--- src/rtl/instr_fetch_issue.sv ---
// Instruction fetch and issue unit.
// Fetches from a 1-cycle synchronous ROM into a 2-entry FIFO, consumes JMP
// and HALT internally and offers every other word to the ALU over valid/ready.
module instr_fetch_issue #(
  parameter int unsigned PC_W    = 8,
  parameter logic [5:0]  OP_JMP  = 6'b010001,
  parameter logic [5:0]  OP_HALT = 6'b111111
) (
  input  logic            clk,
  input  logic            rst,
  input  logic            start,
  input  logic [PC_W-1:0] start_addr,
  output logic            imem_rd_en,
  output logic [PC_W-1:0] imem_addr,
  input  logic [31:0]     imem_data,
  output logic            issue_valid,
  input  logic            issue_ready,
  output logic [31:0]     code,
  output logic            busy,
  output logic            halted,
  output logic [15:0]     issue_count
);

  localparam int unsigned WORD_W = 32;
  localparam int unsigned CNT_W  = 16;
  localparam int unsigned OCC_W  = 3;

  typedef enum logic [1:0] {
    S_IDLE   = 2'd0,
    S_RUN    = 2'd1,
    S_HALTED = 2'd2
  } state_t;

  state_t              state_q;
  state_t              state_d;
  logic                start_take;

  logic [PC_W-1:0]     pc_q;
  logic [PC_W-1:0]     pc_d;
  logic                rd_en_q;
  logic                rd_en_d;
  logic                infl_q;
  logic                stale_q;
  logic                stale_d;

  logic [WORD_W-1:0]   ent_q [2];
  logic [WORD_W-1:0]   ent_d [2];
  logic [1:0]          cnt_q;
  logic [1:0]          cnt_d;
  logic                wr_idx;
  logic [OCC_W-1:0]    occ_d;

  logic                valid_q;
  logic                valid_d;
  logic [WORD_W-1:0]   code_q;
  logic [WORD_W-1:0]   code_d;
  logic [CNT_W-1:0]    count_q;
  logic [CNT_W-1:0]    count_d;
  logic                busy_q;
  logic                busy_d;
  logic                halted_q;
  logic                halted_d;

  logic                run;
  logic [5:0]          head_op;
  logic                head_jmp;
  logic                head_halt;
  logic                flush;
  logic                xfer;
  logic                push;

  function automatic logic is_ctrl(input logic [5:0] op);
    return (op == OP_JMP) || (op == OP_HALT);
  endfunction

  // Head decode and per-cycle FIFO events.
  always_comb begin
    run       = (state_q == S_RUN);
    head_op   = ent_q[0][31:26];
    head_jmp  = run && (cnt_q != 2'd0) && (head_op == OP_JMP);
    head_halt = run && (cnt_q != 2'd0) && (head_op == OP_HALT);
    flush     = head_jmp || head_halt;
    xfer      = valid_q && issue_ready;
    // Returning data is dropped if stale, outside RUN, or beaten by a flush.
    push      = run && infl_q && !stale_q && !flush;
  end

  // State register.
  always_ff @(posedge clk) begin
    if (rst) begin
      state_q <= S_IDLE;
    end else begin
      state_q <= state_d;
    end
  end

  // Next-state logic: start is honoured only outside RUN.
  always_comb begin
    state_d    = state_q;
    start_take = 1'b0;
    case (state_q)
      S_IDLE: begin
        if (start) begin
          state_d    = S_RUN;
          start_take = 1'b1;
        end
      end
      S_RUN: begin
        if (head_halt) begin
          state_d = S_HALTED;
        end
      end
      S_HALTED: begin
        if (start) begin
          state_d    = S_RUN;
          start_take = 1'b1;
        end
      end
      default: begin
        state_d = S_IDLE;
      end
    endcase
  end

  // Next values of the FIFO, pc, fetch strobe and registered outputs.
  always_comb begin
    ent_d   = ent_q;
    cnt_d   = cnt_q;
    pc_d    = pc_q;
    wr_idx  = 1'b0;
    occ_d   = '0;
    rd_en_d = 1'b0;
    stale_d = 1'b0;
    valid_d = 1'b0;
    code_d  = code_q;
    count_d = count_q + CNT_W'(xfer);
    busy_d  = (state_d == S_RUN);
    halted_d = (state_d == S_HALTED);

    if (flush) begin
      cnt_d = 2'd0;
    end else begin
      if (xfer) begin
        ent_d[0] = ent_q[1];
      end
      // Slot the returning word lands in after any same-cycle pop.
      wr_idx = xfer ? (cnt_q == 2'd2) : (cnt_q == 2'd1);
      if (push) begin
        ent_d[wr_idx] = imem_data;
      end
      cnt_d = cnt_q - 2'(xfer) + 2'(push);
    end

    if (start_take) begin
      pc_d = start_addr;
    end else if (head_jmp) begin
      pc_d = ent_q[0][PC_W-1:0];
    end else if (rd_en_q) begin
      pc_d = pc_q + PC_W'(1);
    end

    // A read issued during a flush cycle returns after the flush and must be dropped.
    stale_d = flush;

    // The read issued this cycle is the in-flight read of the next cycle.
    occ_d   = OCC_W'(cnt_d) + OCC_W'(rd_en_q);
    rd_en_d = (state_d == S_RUN) && (occ_d < OCC_W'(2));

    valid_d = (state_d == S_RUN) && (cnt_d != 2'd0) && !is_ctrl(ent_d[0][31:26]);
    if (valid_d) begin
      code_d = ent_d[0];
    end
  end

  // Datapath and output registers.
  always_ff @(posedge clk) begin
    if (rst) begin
      pc_q     <= '0;
      rd_en_q  <= 1'b0;
      infl_q   <= 1'b0;
      stale_q  <= 1'b0;
      ent_q[0] <= '0;
      ent_q[1] <= '0;
      cnt_q    <= 2'd0;
      valid_q  <= 1'b0;
      code_q   <= '0;
      count_q  <= '0;
      busy_q   <= 1'b0;
      halted_q <= 1'b0;
    end else begin
      pc_q     <= pc_d;
      rd_en_q  <= rd_en_d;
      infl_q   <= rd_en_q;
      stale_q  <= stale_d;
      ent_q    <= ent_d;
      cnt_q    <= cnt_d;
      valid_q  <= valid_d;
      code_q   <= code_d;
      count_q  <= count_d;
      busy_q   <= busy_d;
      halted_q <= halted_d;
    end
  end

  assign imem_rd_en  = rd_en_q;
  assign imem_addr   = pc_q;
  assign issue_valid = valid_q;
  assign code        = code_q;
  assign busy        = busy_q;
  assign halted      = halted_q;
  assign issue_count = count_q;

endmodule
--- config.mk ---
export PLATFORM = sky130hd
export DESIGN_NAME = instr_fetch_issue
export DESIGN_NICKNAME = d
export VERILOG_FILES = /design/src/rtl/instr_fetch_issue.sv
export SDC_FILE = /design/constraint.sdc
export NUM_CORES = 1
export LEC_CHECK = 0
export CORE_ASPECT_RATIO = 0.6
export CORE_MARGIN = 4
export CORE_UTILIZATION = 47
export DETAILED_ROUTE_END_ITERATION = 8
export PLACE_DENSITY = 0.76
export SKIP_CTS_REPAIR_TIMING = 1
export SYNTH_ARGS = -nofsm -noshare
export SYNTH_HDL_FRONTEND = slang
export SYNTH_SLANG_ARGS = --single-unit
--- constraint.sdc ---
create_clock -name clk -period 3.5 [get_ports clk]
set_input_delay 0.35 -clock clk [delete_from_list [all_inputs] [get_ports clk]]
set_output_delay 0.35 -clock clk [all_outputs]
set_load 0.01 [all_outputs]
Word level (Yosys, flattened, before mapping)
Index checks and enable logic that the tools add are counted.
Storage, ports and cells
  bits in registers: 130
  output and inout port bits: 60
Operators by class
  bitwise operators: 2
  reduce and logical (&&, ||, !) cells: 22
  mux-type cells: 17
  eq/ne operators: 10
  order comparisons: 3
  $add $sub $neg: 5
Operators by type and width (count)
  $mux 64: 2
  $mux 32: 3
  $bwmux 64: 1
  $demux 32 s1: 1
  $mux 8: 3
  $add 16x1->16: 1
  $eq 6x5->1 const B: 2
  $eq 6x6->1 const B: 2
  $logic_and 1x1->1: 11
  $add 8x1->8 const B: 1
  $eq 2x1->1 const B: 3
  $eq 2x2->1 const B: 3
  $mux 2: 3
  $pmux 2 s2: 1
  $reduce_bool 2->1: 2
  $add 2x1->3: 1
  $logic_not 1->1: 3
  $lt 3x2->1 const B: 1
  $mux 1: 3
  $reduce_bool 3->1: 1
  $add 2x1->2: 1
  $ge 2x2->1 const B: 1
  $logic_not 2->1: 1
  $logic_or 1x1->1: 2
  6 further kinds: 6

Logic depth before layout (Yosys ltp)
  depth after elaboration: 14
  depth in mapped cells: 15

Worst setup path before layout
OpenSTA, ideal clock, no wires.
  path kind: register to register
  from: register ent_q[63] in the netlist's numbering
  to: register code_q[0] (netlist: code[0])
  cell stages (with the launch flop): 15
  data required time: 3.379 ns
  setup slack: 0.200 ns
  arrival: 3.179 ns
  buffers on the path: 1
  cells stage by stage: dfxtp_1 and4_1 o211ai_1 nand2_1 ha_1 inv_1 ha_1 xnor3_1 nor2b_1 a2111oi_2 o21ai_1 a21oi_4 nor2_8 buf_12 mux2_4
Between the ends
  word-level cells in the longest chain between the ends: 11
  elaborated cells between the ends (all ways): 24
Ends and longest elaborated chain
  start: declaration: RTL line 46  | logic [WORD_W-1:0] ent_q [2];
  start signal: assignment: RTL line 195  | ent_q <= ent_d;
  $eq 6x5->1 / $eq 6x6->1 (equally long branches): RTL line 80, 81
  $logic_and 1x1->1 (on tied branches): RTL line 80, 81
  $logic_or 1x1->1: RTL line 82  | flush = head_jmp || head_halt;
  $logic_not 1->1: RTL line 85  | push = run && infl_q && !stale_q && !flush;
  $logic_and 1x1->1: RTL line 85
  $mux 64: RTL line 148  | if (push) begin
  $mux 64: RTL line 140  | if (flush) begin
  $eq 6x5->1 / $eq 6x6->1 (equally long branches): RTL line 73  | return (op == OP_JMP) || (op == OP_HALT);
  $logic_or 1x1->1: RTL line 73
  $logic_not 1->1: RTL line 169  | valid_d = (state_d == S_RUN) && (cnt_d != 2'd0) && !is_ctrl(ent_d[0][31:26]);
  $logic_and 1x1->1: RTL line 169
  end signal: assignment: RTL line 198  | code_q <= code_d;
  end: declaration: RTL line 55  | logic [WORD_W-1:0] code_q;
Parallel ways exist; a longest one is shown, timed or not. The select of a mux whose other input is x is not followed.
A chain may end at the register's enable or synchronous reset.

Final worst setup path
  from: register ent_q[63] in the netlist's numbering
  to: register code_q[26] (netlist: code[26])
The elaborated chain is that of the path after synthesis.

==> results.md <==
- Switch share: 0.243
- Initial antenna violation count: 0
- Switching Power: 912 µW
- Distinct cells, synth: 53
- IO buf count: slightly above 100
- Clk sink count: 130
- Max-cap violation count: 0
- Crit-path max FO: 15
- Top-count cell post-synth: nand2_1
- Share of power burned in registers: 0.420
- DR DRC count: 0
- Peak VDD IR: roughly 0.34 mV
- Synth async-reset ratio: 0
- Critical path's most frequent cell: ha_1
- RSZ-0062 raised after global routing: no
- Non-Filler Instances: 919
- Rows: 30
- Critical path data arrival time: 3.65 ns
- Worst-Margin Slew: 1.03 ns
- DRT Wirelength: 15.3 mm
- First-pass GRT wire length: 24.2 mm
- Ports: about 100
- Post-Syn Area: 5750 µm²
- Buffers plus inverters on the worst setup path: 2
- Tot GR Track Use: 0.217
- Int Pwr: 2.84 mW
- Total grt overflow: 0
- Clk_lat worst skew: 0.41 ns
- Crit-path max cell delay: 0.45 ns
- H-Tree Depth: 4
- Pwr Total: 3.75 mW
- Share of layout cells above drive strength 1: 0.121
- DP Wirelength: 10.2 mm
- Final Skew: 0.00736 ns
- Post-route setup slack: 0.150 ns
- Die area: between 10000 and 15000 µm²
- Crit end category: register
- Slowest cell on crit path: and3_1
- Fillers: 918
- Syn_nets: 698
- Synth area leaders: dfxtp_1 (45%), nand2_1 (9.4%), mux2_4 (7.6%), nor2_1 (4.6%), a311oi_1 (4.0%)
- Top cells by count, synth: nand2_1 (144), dfxtp_1 (130), nor2_1 (70), a21oi_1 (43), nor2b_1 (36)
- Period utilization: 0.957
- Synth area leader: dfxtp_1
- Synth Area per Inst: about 9 µm²
- Sequential share of the synthesized area: 0.453
- CTS max path bufs: 2
- Clock slew at reported path FFs: about 0.05 ns
- Final Hold Fails: 0
- Yosys top cell area share: 0.453
- Crit-path cells: and4_2 -> o211ai_1 -> nand2_1 -> ha_1 -> inv_1 -> ha_1 -> xnor3_1 -> nor2b_1 -> a2111oi_4 -> and3_1 -> nor2_4 -> buf_12 -> mux2_4
- Fmax: roughly 0.3 GHz
- Required time worst endpoint: approximately 3.8 ns
- CTS tree: yes
- Comb power frac: 0.135
- Number of antenna diodes: 0
- Primary FF master, synth: dfxtp_1
- Initial Util: 0.494
- Vias in the first global route: between 4000 and 5000
- Hold WC Path Type: register to register
- Antenna-violating nets left: 0
- Initial DRC count: 509
- Crit path max-delay family: simple AND/OR/NAND/NOR gates
- Status: finished clean
- Maximum number of pins on one net before global-route repair: between 100 and 150
- 1st-pass router iterations: 5
- Pre-CTS setup slack: -0.0604 ns
- Area delta synth->final: 30.8%
- Fin nets: 798
- Crit Path Class: register to register
- Mapped Cells: 649
- Core Util, Final: 0.646
- Ys Warns: 0
- Core area: 11600 µm²
- Vias: between 5000 and 6000
- Die Y: 93.6 µm
- Via/cell ratio: 5.46
- Die Wd: between 150 and 200 µm
- Rel. slew slack: 0.311
- RePlAce Congestion: 0.887
- Count of state elements after synthesis: 130
- Clock power share: 0.446
- Final setup fails: 0
- Slew Viols, Final: 0
- Placed cell count: 886
- CP startpoint: ent_q[63]
- Power density over the cells: about 500 nW/µm²
- Wire length per cell: 16.7 µm
- Cts bufs inserted: 17
- Crit start category: register
- Lkg Pwr: 2.86 nW
- Reg2reg start: ent_q[63]
- Root buf cell: clkbuf_16
- Post-synth EDFFs: 0
- Min Tclk post-route: 3.35 ns
## logic make-up after synthesis
| logic type | Yosys count | share of synthesized area |
|---|---|---|
| AND/OR/NAND/NOR | 304 | 0.242 |
| XOR/XNOR | 22 | 0.0359 |
| flip-flops | 130 | 0.453 |
| AO/OA/AOI/OAI | 107 | 0.131 |
| buffers and inverters | 49 | 0.0457 |
| adder cells (fa/ha/maj) | 5 | 0.0109 |
| multiplexers | 32 | 0.0810 |
## routing by layer
layer,share of wire,GRT usage,routed length (µm),up-vias
met5,0,0,0,-
met4,0.0098,0.0709,150,0
met3,0.078,0.0649,1200,19
met2,0.43,0.316,6630,192
met1,0.48,0.307,7350,2386
li1,-,-,-,2418
## power by group through the flow
| stage | clock network (mW) | registers [mW] | logic (mW) |
|---|---|---|---|
| final | 1.67 | 1.57 | 0.504 |
| after global routing | 1.76 | 1.58 | 0.539 |
| after CTS | 1.69 | 1.57 | 0.464 |
| after detailed placement | 0 | 1.60 | 0.459 |
| after global placement | 0 | 1.60 | 0.446 |
| after floorplan | 0 | 1.60 | 0.306 |
## layout make-up
| class | count | area, µm² | share of cell area |
|---|---|---|---|
| clock buffer | 23 | 468 | 0.0623 |
| sequential | 130 | 2600 | 0.347 |
| tap | 160 | 200 | 0.0266 |
| multi-input combinational | 471 | 2930 | 0.390 |
| clock inverter | 6 | 82.6 | 0.0110 |
| inverter | 5 | 18.8 | 0.00250 |
| timing repair buffer | 124 | 1210 | 0.161 |
## cell usage in the layout (no fill, tap or decap), types with 3 or more instances in the layout
cell type        Yosys  layout
or3_1                3       3
buf_4                1      20
xnor2_1              4       4
mux2_4              29      29
nor2_1              70      68
clkbuf_1            31       4
clkdlybuf4s50_1      0     102
a221oi_2             3       3
o211ai_1             6       6
xor2_1              17      17
ha_1                 5       5
nor2b_1             36      36
a311oi_1            26      26
dfxtp_1            130     129
a31oi_1              3       3
o21ai_0              7       7
nand2b_1             5       5
nand4_1              3       3
nor3_1               8       8
and2_1               4       4
a211oi_1             4       4
nand3_1              9       9
nand2_1            144     144
a21oi_1             43      43
clkbuf_16            0      17
clkinv_2             0       3
and3_1               9       9
mux2i_1              3       3
inv_1                5       5
## worst paths after layout
kind	endpoint	cells after the start	slack [ns]
max	code[26]	13	0.15
min reg2reg	register	2	0.46
min	register	2	0.46
max reg2reg	code[26]	13	0.15
## tightest hold or removal path: cells and delay by family, from the launching register on
kind / cells / cell delay (ns)
AND/OR/NAND/NOR: 1 / 0.05
flip-flops: 1 / 0.30
AO/OA/AOI/OAI: 1 / 0.05
## through the flow
stage | TNS, ns | instance area, µm² | hold WS [ns]
after floorplan | 0 | 5750 | 0.432
after global placement | 0 | 6880 | 0.441
after detailed placement | -1.48 | 6880 | 0.448
after CTS | -0.979 | 7430 | 0.456
after global routing | 0 | 7510 | 0.481
final | 0 | 7510 | 0.456
(Power assumes the default switching activity.)
==> edit, RTL diff (same flow settings) <==
`pc_q` no longer has a reset.
--- a/src/rtl/instr_fetch_issue.sv
+++ b/src/rtl/instr_fetch_issue.sv
@@ -177,3 +177,2 @@
     if (rst) begin
-      pc_q     <= '0;
       rd_en_q  <= 1'b0;
@@ -190,3 +189,2 @@
     end else begin
-      pc_q     <= pc_d;
       rd_en_q  <= rd_en_d;
@@ -204,2 +202,6 @@
 
+  always_ff @(posedge clk) begin
+    pc_q <= pc_d;
+  end
+
   assign imem_rd_en  = rd_en_q;
Function: changed (a bounded check fails within 4 cycles, from zero or initial values and one cycle with rst high).
==> edit against the original RTL <==
- area after synthesis decreased by 3.0%
- sequential cell count is the same
- design area decreased by 2.7%
- setup slack gained 170 ps
- count of clock-buffer cells in the layout rose by 4
- final cell count down 5.5%
- synthesized cell count decreased by 7.7%
- total power down 2.3%
- wire length down 4.5%
- critical endpoint is now code[1]$_SDFFE_PP0P_
- largest power group unchanged
==> edit: results (changes against the original RTL) <==
Yosys
  – Mapped Nets: 648 (-7.2%)
  – Sequential area share after synthesis: 48.2% (+2.9 points)
  – Yosys synthesis warning count: 0 (unchanged)
  – Yosys cell types: 51 (-3.8%)
  – Most frequent cells after synthesis: dfxtp_1, nand2_1, nor2_1, a21oi_1, mux2i_1
  – Post-synth ARST share: 0% (unchanged)
  – Post-synth EDFFs: 8 (+8)
  – Synth top area cells: dfxtp_1, nand2_1, mux2i_1
  – Main synth FF type: dfxtp_1

Worst setup path
  – Crit-path leading delay family: simple AND/OR/NAND/NOR gates
  – Critical path data arrival time: 3470 ps (-180 ps)
  – CP Max Fanout: 29 (+14)
  – Slowest cell on the critical path: dfxtp_1

STA
  – Layout Skew: 8.73 ps (+1.37 ps)
  – Worst-margin pin slew: 1070 ps (+39.5 ps)

Outcome
  – Outcome: completed

GRT
  – Tot GR Track Use: 21.6% (-0.11 points)
  – First-pass GRT wire length: 23700 um (-1.8%)
  – Vias in the first global route: 4703 (-2.7%)
  – Pin count of the biggest net entering global routing: 107 (+4.9%)
  – Met1 Use GR: 30.5% (-0.21 points)
  – GR Util met3: 5.62% (-0.87 points)
  – Initial antenna violation count: 0 (unchanged)
  – Grt met2 use: 31.8% (+0.16 points)

Routing
  – DRT met1 WL: 6770 um (-7.9%)
  – Met3 wire len: 1350 um (+13%)
  – Met2 wire length: 6360 um (-4.1%)
  – Uppermost layer routed: met4
  – Initial DRT Pass Iterations: 5 (unchanged)
  – DR vias/cell: 5.40 (-1.1%)
  – Initial DRC count: 433 (-15%)
  – Post-Route WL: 14600 um (-4.5%)

Clocking
  – CTS max path bufs: 2 (unchanged)
  – Worst-Skew Late Latency: 410 ps (about the same)
  – # H-tree levels: 4 (unchanged)

Power and ir drop
  – Max IR drop VDD: 0.000387 V (+14%)
  – Pint: 0.00282 W (-0.68%)
  – Static leakage: 2.72 nW (-4.9%)
  – P_comb: 0.000384 W (-24%)

Cells and area
  – Layout Nets: 744 (-6.8%)
  – Share of cells above drive strength 1: 8.19% (-3.9 points)
  – Fillcell total: 888 (-3.3%)

Placement
  – Placed wire-length estimate: 9920 um (-2.7%)
  – GP Congestion: 0.867 (-2.2%)
## edit: cell types whose count changed in the layout (fill, tap and decap cells not counted), sizes merged, moves of 8 or more
cell    before  now
dfxtp      130  122
edfxtp       0    8
a211oi       4   30
o21ai        9   19
buf         22   12
mux2i        3   32
a311oi      26    1
nand2      144   93
## edit: tightest hold or removal path, stage by stage, from the launching register on
cell,delay (ps)
dfxtp_1,310
nand2_1,50
a21oi_1,50
## edit: final cells by class
class,instances,area (um2),share of cell area (%)
Clock buffer,27,514,7.04
Inverter,10,37.5,0.514
Timing Repair Buffer,114,1140,15.5
Multi-Input combinational cell,422,2690,36.8
Sequential cell,130,2680,36.7
Clock inverter,5,50.0,0.685
Tap cell,160,200,2.74
## edit: cell families after synthesis
logic type | after synthesis | synth area share, %
and+or+nand+nor | 230 | 19.2
adders and majority gates | 5 | 1.12
buffers and inverters | 47 | 3.80
DFF | 130 | 48.2
xor gates and xnor gates | 20 | 3.14
AOI/OAI and AO/OA | 109 | 12.9
muxes | 58 | 11.7
## edit: path summary, 6_finish.rpt
check                              from                    to  slack (ps)  depth (start not counted)
setup / recovery  state_q[0]$_SDFF_PP0_  code[1]$_SDFFE_PP0P_         320                         14
hold / removal                 register              register         460                          2
setup reg to reg  state_q[0]$_SDFF_PP0_  code[1]$_SDFFE_PP0P_         320                         14
hold reg to reg                register              register         460                          2
## edit: per-stage QoR
stage | util (%) | setup WS, ps | std cells | total power (W) | area (um2)
global route | 63.8 | 56.2 | 868 | 0.00380 | 7310
finish | 63.8 | 320 | 868 | 0.00366 | 7310
floorplan | - | 671 | 599 | 0.00182 | 5570
detailed placement | 58.9 | 274 | 836 | 0.00200 | 6740
global placement | 58.9 | 354 | 836 | 0.00199 | 6740
CTS | 63.8 | 342 | 868 | 0.00368 | 7310
